==> config.mk <==
export PLATFORM = sky130hd
export DESIGN_NAME = decode_stage_seq
export DESIGN_NICKNAME = d
export VERILOG_FILES = /design/src/rtl/decode_stage_seq.sv
export SDC_FILE = /design/constraint.sdc
export NUM_CORES = 1
export LEC_CHECK = 0
export BUFFER_PORTS_ARGS = -buffer_cell sky130_fd_sc_hd__clkbuf_2
export CORE_MARGIN = 2
export CORE_UTILIZATION = 50
export CTS_CLUSTER_SIZE = 14
export DETAILED_ROUTE_END_ITERATION = 10
export PLACE_DENSITY = 0.8
export RECOVER_POWER = 50
export REMOVE_ABC_BUFFERS = 1
export SYNTH_ARGS = -nofsm -noshare
export SYNTH_HDL_FRONTEND = slang
export SYNTH_SLANG_ARGS = --single-unit
==> constraint.sdc <==
create_clock -name clk -period 3.05 [get_ports clk]
set_input_delay 0.1525 -clock clk [delete_from_list [all_inputs] [get_ports clk]]
set_output_delay 0.1525 -clock clk [all_outputs]
set_load 0.01 [all_outputs]
==> src/rtl/decode_stage_seq.sv <==
// ---------------------------------------------------------------------------
// decode_stage_seq
//
// This is the registered decode stage of the 16-bit core. It sits between the
// IF/ID pipe register and execute. It turns one instruction word into an
// ID/EX bundle: register addresses, the selected immediate, a PC-relative
// target and active-high control strobes.
//
// LM/SM instructions are expanded by a small micro-sequencer. It emits one
// micro-op per register selected in the list. The address offset of each
// micro-op is its emission index k, passed in imm.
//
// Ports
//   clk, rst_n            rising-edge clock, synchronous active-low reset
//   in_valid / in_ready   upstream handshake (IF/ID)
//   in_pc, in_ir          PC and instruction word of the offered instruction
//   flush                 discard stage contents, abort any LM/SM expansion
//   out_valid / out_ready downstream handshake (ID/EX)
//   out_pc                PC of the bundle (same PC for every LM/SM micro-op)
//   ra1, ra2, wa          read port 1 / read port 2 / write address
//   imm, pc_imm           selected immediate, out_pc + sign-extended offset
//   alu_op                0=ADD, 1=NAND
//   mex1, mex2            ALU operand A/B select (1 = imm)
//   wccr, wmem, mem_rd    flag write, memory write, memory read
//   wrf, wb_sel           register write, write-back source
//   cond                  write condition for the ADD/NAND family
//   is_beq/is_jal/is_jlr  branch/jump class
//   illegal               opcode not in the ISA
//   mm_last               last micro-op of an LM/SM expansion
//
// Sequencer states
//   state   | meaning
//   --------+----------------------------------------------------------
//   S_IDLE  | accepting instructions; single-op decode or LM/SM start
//   S_MULTI | emitting the remaining LM/SM micro-ops, upstream stalled
// ---------------------------------------------------------------------------
module decode_stage_seq #(
    parameter int DW   = 16,
    parameter int RW   = 3,
    parameter int NREG = 8
) (
    input  logic          clk,
    input  logic          rst_n,
    input  logic          in_valid,
    output logic          in_ready,
    input  logic [DW-1:0] in_pc,
    input  logic [DW-1:0] in_ir,
    input  logic          flush,
    output logic          out_valid,
    input  logic          out_ready,
    output logic [DW-1:0] out_pc,
    output logic [RW-1:0] ra1,
    output logic [RW-1:0] ra2,
    output logic [RW-1:0] wa,
    output logic [DW-1:0] imm,
    output logic [DW-1:0] pc_imm,
    output logic          alu_op,
    output logic          mex1,
    output logic          mex2,
    output logic          wccr,
    output logic          wmem,
    output logic          mem_rd,
    output logic          wrf,
    output logic [1:0]    wb_sel,
    output logic [1:0]    cond,
    output logic          is_beq,
    output logic          is_jal,
    output logic          is_jlr,
    output logic          illegal,
    output logic          mm_last
);

    // The micro-op counter must be able to hold NREG after the last increment.
    localparam int KW = $clog2(NREG + 1);

    localparam logic [3:0] OP_ADD  = 4'b0000;
    localparam logic [3:0] OP_ADI  = 4'b0001;
    localparam logic [3:0] OP_NAND = 4'b0010;
    localparam logic [3:0] OP_LHI  = 4'b0011;
    localparam logic [3:0] OP_LW   = 4'b0100;
    localparam logic [3:0] OP_SW   = 4'b0101;
    localparam logic [3:0] OP_LM   = 4'b0110;
    localparam logic [3:0] OP_SM   = 4'b0111;
    localparam logic [3:0] OP_JAL  = 4'b1000;
    localparam logic [3:0] OP_JLR  = 4'b1001;
    localparam logic [3:0] OP_BEQ  = 4'b1100;

    localparam logic [1:0] WB_ALU = 2'b00;
    localparam logic [1:0] WB_MEM = 2'b01;
    localparam logic [1:0] WB_IMM = 2'b10;
    localparam logic [1:0] WB_PC1 = 2'b11;

    typedef enum logic {
        S_IDLE  = 1'b0,
        S_MULTI = 1'b1
    } state_t;

    typedef struct packed {
        logic          valid;
        logic [DW-1:0] pc;
        logic [RW-1:0] ra1;
        logic [RW-1:0] ra2;
        logic [RW-1:0] wa;
        logic [DW-1:0] imm;
        logic [DW-1:0] pc_imm;
        logic          alu_op;
        logic          mex1;
        logic          mex2;
        logic          wccr;
        logic          wmem;
        logic          mem_rd;
        logic          wrf;
        logic [1:0]    wb_sel;
        logic [1:0]    cond;
        logic          is_beq;
        logic          is_jal;
        logic          is_jlr;
        logic          illegal;
        logic          mm_last;
    } bundle_t;

    state_t          state_q, state_nx;
    bundle_t         bundle_q, bundle_nx;
    bundle_t         dec;

    // State latched at the start of an LM/SM expansion.
    logic [NREG-1:0] mm_list_q, mm_list_nx;
    logic [RW-1:0]   mm_base_q, mm_base_nx;
    logic [DW-1:0]   mm_pc_q, mm_pc_nx;
    logic [DW-1:0]   mm_pc_imm_q, mm_pc_imm_nx;
    logic            mm_sm_q, mm_sm_nx;
    logic [KW-1:0]   mm_k_q, mm_k_nx;

    logic            adv;
    logic            accept;
    logic [3:0]      op;
    logic            is_mm_op;
    logic [DW-1:0]   s6;
    logic [DW-1:0]   s9;
    logic [NREG-1:0] ir_list;
    logic [NREG-1:0] seq_list;
    logic [NREG-1:0] seq_rest;
    logic            seq_last;
    logic [RW-1:0]   sel_idx;

    // -----------------------------------------------------------------------
    // Handshake and field extraction
    // -----------------------------------------------------------------------
    assign adv      = !bundle_q.valid || out_ready;
    assign in_ready = rst_n && !flush && adv && (state_q == S_IDLE);
    assign accept   = in_valid && in_ready;

    assign op       = in_ir[DW-1:DW-4];
    assign is_mm_op = (op == OP_LM) || (op == OP_SM);
    assign s6       = {{(DW-6){in_ir[5]}}, in_ir[5:0]};
    assign s9       = {{(DW-9){in_ir[8]}}, in_ir[8:0]};
    assign ir_list  = in_ir[NREG-1:0];

    // One priority picker serves both the first micro-op (list from the IR)
    // and the following ones (latched list). In IDLE the latched list is
    // always empty, so the IR list is the only source that matters there.
    assign seq_list = (state_q == S_MULTI) ? mm_list_q : ir_list;
    assign seq_rest = seq_list & (seq_list - NREG'(1));
    assign seq_last = (seq_rest == '0);

    always_comb begin
        sel_idx = '0;
        for (int i = NREG - 1; i >= 0; i--) begin
            if (seq_list[i]) begin
                sel_idx = RW'(i);
            end
        end
    end

    // -----------------------------------------------------------------------
    // Single-op decode of the offered instruction
    // -----------------------------------------------------------------------
    always_comb begin
        dec        = '0;
        dec.valid  = 1'b1;
        dec.pc     = in_pc;
        dec.pc_imm = in_pc + ((op == OP_JAL) ? s9 : s6);
        unique case (op)
            OP_ADD, OP_NAND: begin
                dec.ra1    = RW'(in_ir[11:9]);
                dec.ra2    = RW'(in_ir[8:6]);
                dec.wa     = RW'(in_ir[5:3]);
                dec.wrf    = 1'b1;
                dec.wccr   = 1'b1;
                dec.wb_sel = WB_ALU;
                dec.cond   = in_ir[1:0];
                dec.alu_op = (op == OP_NAND);
            end
            OP_ADI: begin
                dec.ra1  = RW'(in_ir[11:9]);
                dec.wa   = RW'(in_ir[8:6]);
                dec.imm  = s6;
                dec.mex2 = 1'b1;
                dec.wrf  = 1'b1;
                dec.wccr = 1'b1;
            end
            OP_LHI: begin
                dec.wa     = RW'(in_ir[11:9]);
                dec.imm    = {in_ir[8:0], {(DW-9){1'b0}}};
                dec.wrf    = 1'b1;
                dec.wb_sel = WB_IMM;
            end
            OP_LW: begin
                dec.wa     = RW'(in_ir[11:9]);
                dec.ra2    = RW'(in_ir[8:6]);
                dec.imm    = s6;
                dec.mex1   = 1'b1;
                dec.mem_rd = 1'b1;
                dec.wrf    = 1'b1;
                dec.wb_sel = WB_MEM;
                dec.wccr   = 1'b1;
            end
            OP_SW: begin
                dec.ra1  = RW'(in_ir[11:9]);
                dec.ra2  = RW'(in_ir[8:6]);
                dec.imm  = s6;
                dec.mex1 = 1'b1;
                dec.wmem = 1'b1;
            end
            OP_BEQ: begin
                dec.ra1    = RW'(in_ir[11:9]);
                dec.ra2    = RW'(in_ir[8:6]);
                dec.imm    = s6;
                dec.is_beq = 1'b1;
            end
            OP_JAL: begin
                dec.wa     = RW'(in_ir[11:9]);
                dec.imm    = s9;
                dec.wrf    = 1'b1;
                dec.wb_sel = WB_PC1;
                dec.is_jal = 1'b1;
            end
            OP_JLR: begin
                dec.wa     = RW'(in_ir[11:9]);
                dec.ra2    = RW'(in_ir[8:6]);
                dec.wrf    = 1'b1;
                dec.wb_sel = WB_PC1;
                dec.is_jlr = 1'b1;
            end
            OP_LM, OP_SM: begin
                // Expanded by the sequencer, never loaded from here.
                dec.illegal = 1'b0;
            end
            default: begin
                dec.illegal = 1'b1;
            end
        endcase
    end

    // One LM/SM micro-op. The address is base + k, so imm carries k.
    function automatic bundle_t build_uop(
        input logic          sm,
        input logic [RW-1:0] base,
        input logic [RW-1:0] reg_i,
        input logic [KW-1:0] k,
        input logic [DW-1:0] pc,
        input logic [DW-1:0] pc_off,
        input logic          last
    );
        bundle_t b;
        b         = '0;
        b.valid   = 1'b1;
        b.pc      = pc;
        b.pc_imm  = pc_off;
        b.ra1     = base;
        b.imm     = DW'(k);
        b.mex2    = 1'b1;
        b.mm_last = last;
        if (sm) begin
            b.ra2  = reg_i;
            b.wmem = 1'b1;
        end else begin
            b.wa     = reg_i;
            b.mem_rd = 1'b1;
            b.wrf    = 1'b1;
            b.wb_sel = WB_MEM;
        end
        return b;
    endfunction

    // -----------------------------------------------------------------------
    // FSM: state register
    // -----------------------------------------------------------------------
    always_ff @(posedge clk) begin
        if (!rst_n) begin
            state_q <= S_IDLE;
        end else begin
            state_q <= state_nx;
        end
    end

    // -----------------------------------------------------------------------
    // FSM: next state
    // -----------------------------------------------------------------------
    always_comb begin
        state_nx = state_q;
        if (flush) begin
            state_nx = S_IDLE;
        end else if (state_q == S_MULTI) begin
            if (adv && seq_last) begin
                state_nx = S_IDLE;
            end
        end else if (accept && is_mm_op && (ir_list != '0) && !seq_last) begin
            state_nx = S_MULTI;
        end
    end

    // -----------------------------------------------------------------------
    // FSM: outputs (next bundle and sequencer latches)
    // -----------------------------------------------------------------------
    always_comb begin
        bundle_nx    = bundle_q;
        mm_list_nx   = mm_list_q;
        mm_base_nx   = mm_base_q;
        mm_pc_nx     = mm_pc_q;
        mm_pc_imm_nx = mm_pc_imm_q;
        mm_sm_nx     = mm_sm_q;
        mm_k_nx      = mm_k_q;
        if (flush) begin
            bundle_nx.valid   = 1'b0;
            bundle_nx.mm_last = 1'b0;
            mm_list_nx        = '0;
        end else if (adv) begin
            if (state_q == S_MULTI) begin
                bundle_nx  = build_uop(mm_sm_q, mm_base_q, sel_idx, mm_k_q,
                                       mm_pc_q, mm_pc_imm_q, seq_last);
                mm_list_nx = seq_rest;
                mm_k_nx    = mm_k_q + KW'(1);
            end else if (accept && is_mm_op) begin
                if (ir_list == '0) begin
                    // Empty list: the instruction is consumed with no bundle.
                    bundle_nx = '0;
                end else begin
                    bundle_nx    = build_uop(op == OP_SM, RW'(in_ir[11:9]),
                                             sel_idx, '0, in_pc, in_pc + s6,
                                             seq_last);
                    mm_list_nx   = seq_rest;
                    mm_base_nx   = RW'(in_ir[11:9]);
                    mm_pc_nx     = in_pc;
                    mm_pc_imm_nx = in_pc + s6;
                    mm_sm_nx     = (op == OP_SM);
                    mm_k_nx      = KW'(1);
                end
            end else if (accept) begin
                bundle_nx = dec;
            end else begin
                bundle_nx = '0;
            end
        end
    end

    // -----------------------------------------------------------------------
    // Output bundle and sequencer registers
    // -----------------------------------------------------------------------
    always_ff @(posedge clk) begin
        if (!rst_n) begin
            bundle_q    <= '0;
            mm_list_q   <= '0;
            mm_base_q   <= '0;
            mm_pc_q     <= '0;
            mm_pc_imm_q <= '0;
            mm_sm_q     <= 1'b0;
            mm_k_q      <= '0;
        end else begin
            bundle_q    <= bundle_nx;
            mm_list_q   <= mm_list_nx;
            mm_base_q   <= mm_base_nx;
            mm_pc_q     <= mm_pc_nx;
            mm_pc_imm_q <= mm_pc_imm_nx;
            mm_sm_q     <= mm_sm_nx;
            mm_k_q      <= mm_k_nx;
        end
    end

    assign out_valid = bundle_q.valid;
    assign out_pc    = bundle_q.pc;
    assign ra1       = bundle_q.ra1;
    assign ra2       = bundle_q.ra2;
    assign wa        = bundle_q.wa;
    assign imm       = bundle_q.imm;
    assign pc_imm    = bundle_q.pc_imm;
    assign alu_op    = bundle_q.alu_op;
    assign mex1      = bundle_q.mex1;
    assign mex2      = bundle_q.mex2;
    assign wccr      = bundle_q.wccr;
    assign wmem      = bundle_q.wmem;
    assign mem_rd    = bundle_q.mem_rd;
    assign wrf       = bundle_q.wrf;
    assign wb_sel    = bundle_q.wb_sel;
    assign cond      = bundle_q.cond;
    assign is_beq    = bundle_q.is_beq;
    assign is_jal    = bundle_q.is_jal;
    assign is_jlr    = bundle_q.is_jlr;
    assign illegal   = bundle_q.illegal;
    assign mm_last   = bundle_q.mm_last;

endmodule

; Word level (Yosys, flattened, before mapping)
; Cells that the tools add are included.
[totals]
ff_bits = 123
latch_bits = 0
ramBits = 0
mem_bits_ro = 0
inputBits = 37
out_inout_bits = 75
memories = 0
[classes]
n_addsub = 4
mul = 0
div_mod_pow = 0
order_cmp = 0
eq_ne = 11
n_shift = 0
n_mux = 48
bitwise_logic = 5
n_reduce_logical = 33
[ops]
columns = operator, count
row1 = 74-bit 2-to-1 mux, 4
row2 = 16-bit case mux with 3 select lines, 1
row3 = 3-bit 2-to-1 mux, 14
row4 = 16-bit adder, 2
row5 = 8-bit 2-to-1 mux, 4
row6 = 4-bit 2-to-1 mux, 5
row7 = 4-bit by 3-bit == test with 1-bit output (second input constant), 4
row8 = 8-bit zero test, 2
row9 = 1-bit 2-to-1 mux, 16
row10 = 16-bit 2-to-1 mux, 1
row11 = 4-bit == test (second input constant), 3
row12 = 4-bit OR reduction, 3
row13 = 11-bit OR reduction, 1
row14 = 3-bit case mux with 3 select lines, 1
row15 = 8-bit bitwise AND, 1
row16 = 4-bit by 2-bit == test with 1-bit output (second input constant), 2
row17 = 1-bit logical AND, 8
row18 = 8-bit nonzero test, 1
row19 = 2-bit OR reduction, 4
row20 = 8-bit by 1-bit subtractor with 8-bit output (second input constant), 1
row21 = 7-bit OR reduction, 1
row22 = 2-bit case mux with 3 select lines, 1
row23 = 6-bit OR reduction, 1
row24 = 5-bit AND reduction, 1
row25 = other kinds (13), 19

; Depth between registers and ports, before layout
; Gate-level depths: netlist of the first run.
[logic_depth]
word_depth = 13
depth_mapped = 13
ltp_nobuf = 11

; Worst setup path after synthesis of the first run
; No wires, ideal clock.
[synth_path]
path_kind = input to register
start = input in_ir[12]
end = register bundle_q (netlist bit pc_imm[14])
setup_time_ps = 124
t_arrival_ps = 2564
slack_ps = 362
cell_stages = 13
path_cell_list = buf_2 > nor4b_4 > nand2b_1 > a21boi_2 > inv_1 > ha_1 > clkbuf_1 > and4_1 > nand2_1 > o211ai_1 > a311oi_1 > mux2i_1 > a31oi_1
[synth_via]
elab_chain_cells = 6
word_cells_on_any_way = 10
[synth_rtl]
columns = element, line_no
row1 = start: declaration, 47  ; input logic [DW-1:0] in_ir,
row2 = 4-bit == test, 182  ; dec.pc_imm = in_pc + ((op == OP_JAL) ? s9 : s6);
row3 = 16-bit 2-to-1 mux, 182
row4 = 16-bit adder, 182
row5 = 74-bit 2-to-1 mux, 349  ; end else if (accept) begin
row6 = 74-bit 2-to-1 mux (*), 334  ; end else if (accept && is_mm_op) begin
row7 = 74-bit 2-to-1 mux (*), 329  ; if (state_q == S_MULTI) begin
row8 = end signal: assignment, 370  ; bundle_q <= bundle_nx;
row9 = end: declaration, 123  ; bundle_t bundle_q, bundle_nx;
; Every way passes the cells marked *; elsewhere a longest branch is shown, timed or not.
; A chain may end at the register's enable or synchronous reset.

; Worst setup path after layout of the first run
[layout_path]
start = register bundle_q (netlist bit out_valid)
end = register bundle_q (netlist bit out_pc[2])
[layout_via]
elab_chain_cells = 8
word_cells_on_any_way = 10
[layout_rtl]
columns = element, line_no
row1 = 1-bit zero test (*), 149  ; assign adv = !bundle_q.valid || out_ready;
row2 = 1-bit logical OR (*), 149
row3 = 1-bit logical AND (2 in series), 150  ; assign in_ready = rst_n && !flush && adv && (state_q == S_IDLE);
row4 = 1-bit logical AND, 151  ; assign accept = in_valid && in_ready;
row5 = 74-bit 2-to-1 mux / 1-bit logical AND (equally long branches), "349, 334"
row6 = 74-bit 2-to-1 mux, 334
row7 = 74-bit 2-to-1 mux, 329
; Marks and branches as above.

==> flow_metrics.py, run 1 <==
metrics = {
    "clock_network": {
        "ctsHoldBuffers": 0,
        "insertion_delay_ns": 0.42,
        "cts-buffers-inserted": 17,
        "cts_tree": "done",
        "cts_resized": 0,
        "cts_root_buf": "clkbuf_16",
        "cts_buffer_depth": 2,
        "post_cts_buffers": 0,
        "clock_sinks": 122,
        "path_clk_slew_ns": 0.06,
        "htree_num_levels": 4,
    },
    "setup_path": {
        "rrSetupSlack_ns": 0.32,
        "r2r_start": "out_valid",
        "worstPathRequired_ns": 3.39,
        "cp-start-kind": "register",
        "reg2reg_depth": 6,
        "r2r_end": "out_pc[2]",
        "crit_arrival_ns": 3.07,
        "crit_path_end_kind": "register",
        "crit_type": "register to register",
        "startpoint": "out_valid",
        "path_max_fanout": 18,
        "critPathCapture": "out_pc[2]",
    },
    "global_route": {
        "overflow": 0,
        "grt_pass1_vias": 6709,
        "busiest_layer": "met2",
        "grt_max_degree": 104,
        "grt_first_pass_wirelength_microns": 34620,
        "grt_use_total_pct": 27.22,
        "grt.met1_usage_pct": 36.24,
        "grtUsageMet3_pct": 5.434,
        "antenna_found_initial": 0,
        "use_met2_pct": 43.75,
    },
    "timing": {
        "max_clock_freq_mhz": 366.9,
        "fin_crit_ns": 2.725,
        "maxSlewViolCount": 0,
        "hold_viol_final": 0,
        "worst_pin_slew_ns": 1.031,
        "setup_ws_ns": 0.3247,
        "finalClockSkew_ns": 0.006218,
        "rsz0062_at_grt": "no",
        "post-route-period-util_pct": 89.35,
        "setup_viol": 0,
        "slew_headroom_pct": 30.92,
    },
    "synth": {
        "synth_edf_count": 0,
        "syn_avg_cell_area_sq_um": 8.314,
        "ys_seq_elements": 122,
        "synth_top_flop_cell": "dfxtp_1",
        "yosys_warnings": 0,
        "yosysUniqueCellTypes": 79,
        "synthesis.instances": 889,
        "syn_area_sq_um": 7391,
        "seq_area_frac_synth_pct": 33.05,
        "async_reset_ff_share_pct": 0,
    },
    "die": {
        "dieArea_sq_um": 15770,
        "core_sq_um": 14480,
        "num_rows": 44,
        "initial_utilization_pct": 51.05,
        "die_y_microns": 125.6,
        "io_pins": 112,
        "die_x_microns": 125.6,
    },
    "job": {
        "cap_violations": 0,
    },
    "cells_and_area": {
        "final_cells": 1169,
        "drive_gt1_share_pct": 13.91,
        "antenna_cells": 0,
        "fill_cells": 1365,
        "final_core_util_pct": 58.70,
        "layout_commonest_cell": "dfxtp_1",
        "nNetsFinal": 1036,
        "area_growth_pct": 15.00,
        "final_cell_mix": "dfxtp_1, nand2_1, clkbuf_1",
    },
    "route": {
        "dr.pass1.iters": 5,
        "drc": 0,
        "vias": 7136,
        "ant_nets": 0,
        "vias_per_cell": 6.104,
        "wl_microns": 21680,
        "wl_per_cell_microns": 18.55,
        "initialDrtViolationCount": 613,
    },
    "placed_design": {
        "gp_congestion": 0.9037,
        "hpwl_microns": 15180,
        "place_ws_ns": 0.1978,
        "portBuffers": 111,
        "dp.cells": 1137,
    },
    "power": {
        "p_leak_uw": 0.003164,
        "ir_worst_vdd_uv": 377.3,
        "power_density_nw_per_um2": 506.4,
    },
    "outcome": {
        "outcome": "finished clean",
    },
    "min_path": {
        "hold_class": "input port to register",
    },
}
critical path, cell delays in order (launching register included):
cell and delay [ns]:
dfxtp_1 0.31, nor2b_1 0.20, or4b_4 0.62, a31oi_1 0.79, buf_4 0.39, a221oi_1 0.12
nor3b_1 0.21
cell usage after synthesis (9+ instances only):
cell type,count,area (sq um)
a21boi_0,29,217.7
a21boi_1,11,82.58
a21o_1,27,202.7
a21oi_1,54,270.3
a221oi_1,31,271.5
a22oi_1,16,120.1
a31oi_1,11,68.82
and2_1,10,62.56
and3_1,11,68.82
buf_2,22,110.1
clkbuf_1,39,146.4
dfxtp_1,122,2442
ha_1,26,325.3
inv_1,12,45.04
mux2i_1,10,100.1
nand2_1,111,416.7
nand2b_1,9,56.30
nand3_1,23,115.1
nor2_1,58,217.7
nor2b_1,26,162.7
nor3b_1,11,82.58
nor3b_2,19,237.7
o211ai_1,16,120.1
o21ai_0,36,180.2
or3_1,9,56.30
xnor2_1,9,78.83
flip-flops by register name, summed over array words and instances, names as in the netlist, 2 cells and up:
| signal | flops |
|---|---|
| out_pc | 16 |
| ra2 | 3 |
| wb_sel | 2 |
| ra1 | 3 |
| imm | 16 |
| mm_pc_q | 16 |
| wa | 3 |
| mm_base_q | 3 |
| mm_list_q | 7 |
| mm_k_q | 4 |
| cond | 2 |
| pc_imm | 16 |
| mm_pc_imm_q | 16 |
per-layer routing:
layer	share of wire [%]	wire, microns
met5	0	0
met4	2.4	522
met3	5.4	1164
met2	47	10090
met1	46	9901
layout make-up:
cell class,instances,area (sq um),share of cell area (%)
Multi-Input combinational cell,680,4543,53.45
Tap cell,184,230.2,2.709
Clock inverter,14,122.6,1.443
Sequential cell,122,2444,28.75
Inverter,13,48.80,0.5741
Timing Repair Buffer,138,671.9,7.905
Clock buffer,18,439.2,5.167
cell families after synthesis:
group,Yosys count,share of synthesized area [%]
simple gates,327,24.78
buf+inv,87,5.349
flops,122,33.05
fa+ha+maj,28,4.808
compound gates,300,28.85
xor+xnor,14,1.659
mux,11,1.507
stage by stage:
stage                     cell area (sq um)  total power (uW)  TNS [ns]  hold WS (ns)
after CTS                              8616              4316         0      0.004484
after global placement                 8054              2415         0        0.4244
after floorplan                        7044              2144    -20.88        0.2700
final                                  8499              4304         0       0.01503
after global routing                   8499              4456         0      0.008030
after detailed placement               8054              2420         0        0.4352
where the power goes:
part	leakage, uW	internal, uW	total (uW)	switching [uW]
Sequential	0.000991	1640	1660	24.6
Combinational	0.00190	278	728	450
Clock	0.000276	1140	1910	774
worst min path at each step:
stage	startpoint	endpoint	slack [ns]	cells after the start
6_report	in_pc[3]	mm_pc_q[3]	0.02	3
5_1_grt	in_pc[3]	mm_pc_q[3]	0.008	3
4_1_cts	in_pc[3]	mm_pc_q[3]	0.004	3
3_5_place_dp	mm_pc_imm_q[7]	mm_pc_imm_q[7]	0.44	2
3_3_place_gp	mm_pc_imm_q[8]	mm_pc_imm_q[8]	0.42	2
2_1_floorplan	rst_n	wa[0]	0.27	1
Note: power is estimated with default switching activity, not from simulation.
==> run 2: changes to the inputs <==
==> constraint.sdc (replaced) <==
create_clock -name clk -period 3.05 [get_ports clk]
set_input_delay 0.61 -clock clk [delete_from_list [all_inputs] [get_ports clk]]
set_output_delay 0.61 -clock clk [all_outputs]
set_load 0.01 [all_outputs]
==> flow_metrics.py, run 2 (synthesized netlist as in run 1, its figures left out) <==
metrics = {
    "power": {
        "p_leak_uw": 0.003373,
        "ir_worst_vdd_uv": 477.1,
        "power_density_nw_per_um2": 554.6,
    },
    "placed_design": {
        "place_ws_ns": -0.1465,
        "hpwl_microns": 15430,
        "gp_congestion": 0.9464,
        "portBuffers": 111,
    },
    "setup_path": {
        "cp-start-kind": "input port",
        "path_cells": "clkbuf_2, nor4b_4, nand2b_1, a21boi_2, inv_1, ha_1, and4_1, nand2_1, o211ai_1, a311oi_1, mux2i_1, a31oi_1",
        "worstPathRequired_ns": 3.36,
        "cpPeakStageDelay_ns": 0.39,
        "cp.depth": 12,
        "reg2reg_depth": 7,
        "crit_type": "input port to register",
        "cpMaxStageDelayCell": "ha_1",
        "crit_arrival_ns": 3.11,
        "path_max_fanout": 7,
        "crit_path_end_kind": "register",
        "path_delay_family": "simple AND/OR/NAND/NOR gates",
        "worst-path-buf-inv": 2,
    },
    "cells_and_area": {
        "layout_commonest_cell": "dfxtp_1",
        "nNetsFinal": 1067,
        "area_growth_pct": 20.13,
        "antenna_cells": 0,
        "drive_gt1_share_pct": 16.24,
        "final_core_util_pct": 61.32,
        "final_cell_mix": "dfxtp_1, nand2_1, clkbuf_1",
        "multi_input_area_sq_um": 4538,
        "seq_area_sq_um": 2444,
        "fill_cells": 1300,
    },
    "route": {
        "wl_per_cell_microns": 18.44,
        "wl_microns": 22130,
        "dr.pass1.iters": 6,
        "vias": 7326,
        "initialDrtViolationCount": 779,
        "wl_met1_microns": 9514,
        "wl_met2_microns": 10150,
        "vias_per_cell": 6.105,
        "top_layer": "met4",
        "ant_nets": 0,
        "wl_met3_microns": 1799,
        "drc": 0,
    },
    "timing": {
        "tns_ns": 0,
        "setup_ws_ns": 0.2509,
        "hold_viol_final": 0,
        "post-route-period-util_pct": 91.77,
        "max_clock_freq_mhz": 357.3,
        "maxSlewViolCount": 0,
        "fin_crit_ns": 2.799,
        "rsz0062_at_grt": "no",
        "finalClockSkew_ns": 0.008572,
        "setup_viol": 0,
        "slew_headroom_pct": 17.54,
        "worst_pin_slew_ns": 1.237,
    },
    "job": {
        "cap_violations": 0,
    },
    "global_route": {
        "grt_first_pass_wirelength_microns": 35660,
        "grt_max_degree": 103,
        "antenna_found_initial": 0,
        "grt_use_total_pct": 28.09,
        "overflow": 0,
        "grt_pass1_vias": 6938,
    },
    "die": {
        "initial_utilization_pct": 51.05,
        "dieArea_sq_um": 15770,
        "num_rows": 44,
        "die_x_microns": 125.6,
        "io_pins": 112,
        "die_y_microns": 125.6,
        "core_sq_um": 14480,
    },
    "clock_network": {
        "cts-buffers-inserted": 17,
        "cts_tree": "done",
        "cts_resized": 0,
        "post_cts_buffers": 0,
        "clock_sinks": 122,
        "cts_root_buf": "clkbuf_16",
        "insertion_delay_ns": 0.43,
        "path_clk_slew_ns": 0.06,
        "htree_num_levels": 4,
        "ctsHoldBuffers": 0,
        "cts_buffer_depth": 2,
    },
    "outcome": {
        "outcome": "finished clean",
    },
    "min_path": {
        "hold_depth": 2,
        "hold_class": "register to register",
    },
}
[run 2: changes by cell type in the layout (fill, tap and decap cells not counted), moves of 2 or more]
cell and delta:
bufinv_16 +7, clkinv_2 -5, a21boi_1 +2, clkbuf_1 +2
clkinv_4 -2, buf_4 +29, a21boi_0 -2
[run 2: worst reg2reg max path, stage by stage (launching register included)]
cell	delay [ns]
dfxtp_1	0.32
nor2b_1	0.41
buf_4	0.25
or2_2	0.12
clkbuf_2	0.90
o22ai_1	0.15
a222oi_1	0.35
nor2b_1	0.08
[run 2: where the power goes]
part / total, uW / internal [uW] / leakage, uW / switching, uW
logic: 778 / 317 / 0.00204 / 461
registers: 1660 / 1640 / 0.000991 / 24.7
clock network: 2480 / 1700 / 0.000341 / 782
total: 4920 / 3660 / 0.00337 / 1270
[run 2: per-stage QoR]
stage                     hold slack, ns  power [uW]  area, sq um  cells
after CTS                         0.4408        4943         9019   1200
after global placement            0.4242        2462         8299   1168
after global routing              0.4568        5103         8879   1200
after detailed placement          0.4324        2467         8299   1168
after floorplan                   0.4162        2144         7044    815
final                             0.4397        4924         8879   1200
[run 2: cell type report]
cell class / count / area share [%]
clock buffers: 18 / 4.834
flip-flops and latches: 122 / 27.52
multi-input cells: 680 / 51.11
well taps: 184 / 2.593
clock inverters: 14 / 3.269
repair buffers: 169 / 10.12
inverters: 13 / 0.5496
[run 2: final timing paths]
kind / slack (ns) / start / endpoint
setup / recovery: 0.25 / in_ir[13] / pc_imm[14]
hold / removal: 0.44 / mm_pc_imm_q[8] / mm_pc_imm_q[8]
setup reg to reg: 0.37 / out_valid / ra2[1]
hold reg to reg: 0.44 / mm_pc_imm_q[8] / mm_pc_imm_q[8]
[run 2: per-layer routing]
layer / global-route usage [%] / vias to the layer above
met1: 36.12 / 3446
met4: 11.50 / 0
met3: 8.045 / 53
met5: 0 / -
met2: 44.36 / 336
li1: - / 3491
